`src/rtl/accumu_counter_pkg.sv`:
```
// rtl/accumu_counter_pkg.sv - shared defaults and count type for the event counter
package accumu_counter_pkg;

  localparam int CNT_W        = 3;
  localparam int CNT_ROLLOVER = 2;

  typedef logic [CNT_W-1:0] count_t;

endpackage

```
`src/rtl/accumu_counter.sv`:
```
// rtl/accumu_counter.sv - clearable up-counter with registered rollover flag
// Counts enabled cycles 1..ROLLOVER_VAL and flags the terminal value.
module accumu_counter
  import accumu_counter_pkg::*;
#(
  parameter int NUM_CNT_BITS = CNT_W,
  parameter int ROLLOVER_VAL = CNT_ROLLOVER
) (
  input  logic                    clk,
  input  logic                    n_rst,
  input  logic                    clear,
  input  logic                    count_enable,
  output logic [NUM_CNT_BITS-1:0] count_out,
  output logic                    rollover_flag
);

  localparam logic [NUM_CNT_BITS-1:0] ROLL_VAL = NUM_CNT_BITS'(ROLLOVER_VAL);
  localparam logic [NUM_CNT_BITS-1:0] ONE      = NUM_CNT_BITS'(1);

  logic [NUM_CNT_BITS-1:0] count_q, count_d;
  logic                    flag_q, flag_d;

  // Flag is derived from the next count so it rises together with count_out.
  always_comb begin
    count_d = count_q;
    flag_d  = flag_q;
    if (clear) begin
      count_d = '0;
      flag_d  = 1'b0;
    end else if (count_enable) begin
      if (count_q == ROLL_VAL) begin
        count_d = ONE;
      end else begin
        count_d = count_q + ONE;
      end
      flag_d = (count_d == ROLL_VAL);
    end
  end

  always_ff @(posedge clk or negedge n_rst) begin
    if (!n_rst) begin
      count_q <= '0;
      flag_q  <= 1'b0;
    end else begin
      count_q <= count_d;
      flag_q  <= flag_d;
    end
  end

  assign count_out     = count_q;
  assign rollover_flag = flag_q;

endmodule

```
`config.mk`:
```
export PLATFORM = sky130hd
export DESIGN_NAME = accumu_counter
export DESIGN_NICKNAME = d
export VERILOG_FILES = /design/src/rtl/accumu_counter_pkg.sv /design/src/rtl/accumu_counter.sv
export SDC_FILE = /design/constraint.sdc
export NUM_CORES = 1
export LEC_CHECK = 0
export BUFFER_PORTS_ARGS = -buffer_cell sky130_fd_sc_hd__buf_2
export CORE_AREA = 5 5 42 44
export DETAILED_ROUTE_END_ITERATION = 8
export DIE_AREA = 0 0 47 49
export GPL_TIMING_DRIVEN = 0
export HOLD_SLACK_MARGIN = 0.06
export MAX_ROUTING_LAYER = met4
export PLACE_DENSITY = 0.4
export SLEW_MARGIN = 25
export SYNTH_ARGS = -nofsm -noshare
export SYNTH_HDL_FRONTEND = slang
export SYNTH_SLANG_ARGS = --single-unit
```
`constraint.sdc`:
```
create_clock -name clk -period 1.5 [get_ports clk]
set_input_delay 0.3 -clock clk [delete_from_list [all_inputs] [get_ports clk]]
set_output_delay 0.3 -clock clk [all_outputs]
set_load 0.05 [all_outputs]
```
==> impl_metrics.sql <==
INSERT INTO impl_metrics (metric_group, metric, value, unit) VALUES
('clock_network', 'cts.clk_slew.worst_paths', '40', 'ps'),
('drt', 'drcViolationCount', '0', ''),
('drt', 'detail_route.wirelength', '447', 'µm'),
('layout', 'fin_nets', '33', ''),
('sta', 'timing.setup.tns', '0', 'ps'),
('layout', 'final_core_utilization', '0.198', ''),
('synthesis', 'synth_area', '190', 'µm²'),
('grt', 'vias_in_the_first_global_route', '172', ''),
('placement', 'finalWeightedCongestion', '0.686', ''),
('sta', 'clock-skew-final', '1.06', 'ps'),
('grt', 'grt_antenna_before_repair', '0', ''),
('sta', 'slew_headroom', '0.833', ''),
('clock_network', 'ctsHtreeMaxLevel', '1', ''),
('clock_network', 'clock_tree_from_tritoncts', 'done', ''),
('grt', 'aggregate_global_routing_overflow', '0', ''),
('synthesis', 'post_synth.cell_area_avg', '11.9', 'µm²'),
('synthesis', 'yosys_warnings', '0', ''),
('die', 'design.portCount', '8', ''),
('critical_path', 'worstPathArrival', '980', 'ps'),
('clock_network', 'postCtsSetupBuffers', '0', ''),
('synthesis', 'synth_seq_area_share', '0.526', ''),
('sta', 'grt_setup_unrepaired', 'false', ''),
('layout', 'area.growth.synth_to_final', '46.1', '%'),
('clock_network', 'ctsRootBufferMaster', 'sky130_fd_sc_hd__clkbuf_4', ''),
('placement', 'dp.final_hpwl', '324', 'µm'),
('die', 'die_h', '49', 'µm'),
('power_and_ir_drop', 'vdd_drop_max', '382', 'µV'),
('drt', 'detail_route.first_pass.iterations', '2', ''),
('clock_network', 'clock_insertion_delay_worst_skew', '240', 'ps'),
('power_and_ir_drop', 'power_frac_comb', '0.177', ''),
('die', 'core_region_area', '1400', 'µm²'),
('synthesis', 'synth_cells', '16', ''),
('drt', 'drt_first_iter_violations', '5', ''),
('drt', 'met1_wire_length', '211', 'µm'),
('drt', 'avgViaCountPerCell', '3.72', ''),
('layout', 'most_common_cell_after_layout_fill_and_taps_aside', 'sky130_fd_sc_hd__buf_2', ''),
('drt', 'routed-wl-met3', '93', 'µm'),
('power_and_ir_drop', 'overall_power', '320', 'µW'),
('die', 'fp.dieArea', '2300', 'µm²'),
('hold_path', 'worstHoldPathType', 'in2reg', ''),
('critical_path', 'critical_path.n_buffers_inverters', '1', ''),
('drt', 'highest_layer', 'met4', ''),
('power_and_ir_drop', 'power_leakage', '0.000129', 'µW'),
('sta', 'final_period_demand_of_the_worst_path', '1280', 'ps'),
('sta', 'worst-slew-pin-transition', '253', 'ps'),
('hold_path', 'min_from', 'clear', ''),
('sta', 'max_clock_freq', '0.780', 'GHz'),
('drt', 'detail-route-antenna-nets', '0', ''),
('clock_network', 'cts_buffer_depth', '2', ''),
('critical_path', 'critical_path.slowest_cell', 'sky130_fd_sc_hd__dfrtp_1', ''),
('critical_path', 'path_cells', 'buf_2', ''),
('critical_path', 'slowest_delay', '440', 'ps'),
('power_and_ir_drop', 'share_seq_of_total_power', '0.386', ''),
('placement', 'port-buffer-count', '7', ''),
('grt', 'grt_start_max_net_pins', '7', ''),
('layout', 'drive_above_1_share', '0.444', ''),
('synthesis', 'postSynthNetCount', '20', ''),
('clock_network', 'clock-sinks', '4', ''),
('drt', 'num_vias', '160', ''),
('power_and_ir_drop', 'fraction_of_power_spent_switching_nets', '0.302', ''),
('sta', 'postLayoutSetupSlackWorst', '217', 'ps'),
('grt', 'grt_pass1_wl', '710', 'µm'),
('outcome', 'status', 'finished clean', ''),
('drt', 'routed-wl-met2', '138', 'µm'),
('critical_path', 'crit_path_max_fanout', '6', ''),
('drt', 'detail_route.wl_per_cell', '10.4', 'µm'),
('clock_network', 'numCtsBuffers', '3', ''),
('critical_path', 'worst_r2r_startpoint', 'count_out[0]', ''),
('sta', 'max_transition_viols_final', '0', ''),
('critical_path', 'critPathTopFamily', 'flip-flops', ''),
('critical_path', 'timing.critical_path.required', '1200', 'ps');
layout make-up:
cell class	instances	area [µm²]
multi-input combinational	12	90.1
fill	164	1120
timing repair buffer	8	45.0
clock buffer	3	22.5
sequential	4	100
tap	16	20.0
cell families (layout without fill, tap and decap cells):
kind of cell | count (synthesis) | in the layout | synth area share
compound gates | 3 | 3 | 0.0987
xor+xnor | 1 | 1 | 0.0461
simple gates | 7 | 7 | 0.250
buf+inv | 0 | 11 | 0
flops | 4 | 4 | 0.526
mux | 1 | 1 | 0.0789
layer usage:
metal / global-route usage / vias to the layer above
met2: 0.0475 / 12
met4: 0.0415 / 0
li1: - / 80
met5: - / -
met3: 0.0701 / 2
met1: 0.0509 / 66
power by group through the flow:
stage	Combinational, µW	Clock [µW]	Sequential [µW]
floorplan	13.5	0	147
global placement	53.8	0	124
detailed placement	54.8	0	125
CTS	57.1	150	123
global route	60.5	160	125
finish	56.5	140	124
flip-flops by register name (all words and copies together), names as in the netlist:
signal and flops:
rollover_flag 1, count_out 3
cell usage after synthesis:
master                      instances  area share
sky130_fd_sc_hd__a21oi_1            2       0.053
sky130_fd_sc_hd__nand2b_1           2       0.066
sky130_fd_sc_hd__nand3_2            1       0.053
sky130_fd_sc_hd__nand4bb_1          1       0.059
sky130_fd_sc_hd__nor2b_1            1       0.033
sky130_fd_sc_hd__dfrtp_1            4        0.53
sky130_fd_sc_hd__mux2_4             1       0.079
sky130_fd_sc_hd__a311oi_1           1       0.046
sky130_fd_sc_hd__xnor2_1            1       0.046
sky130_fd_sc_hd__nor2_1             2       0.039
worst paths after layout:
| path | to | slack, ps | cells past startpoint |
|---|---|---|---|
| max in group asynchronous | count_out[2] | 970 | 2 |
| worst max-delay path | count_out[0] | 220 | 1 |
| worst min-delay path | count_out[0] | 280 | 2 |
| worst max register to register | count_out[2] | 540 | 2 |
| min in group asynchronous | rollover_flag | 400 | 2 |
| worst min register to register | rollover_flag | 530 | 2 |
through the flow:
stage	cell area (µm²)	hold WS [ps]	cells
after global placement	245	108	39
after floorplan	190	4.41	16
after detailed placement	245	117	39
after global routing	278	273	43
final	278	276	43
after CTS	278	264	43
repair_timing:
item,in CTS,in global routing
resized for setup,0,0
hold buffers,1,0
hold endpoints to repair,4,0
(Power assumes the default switching activity.)
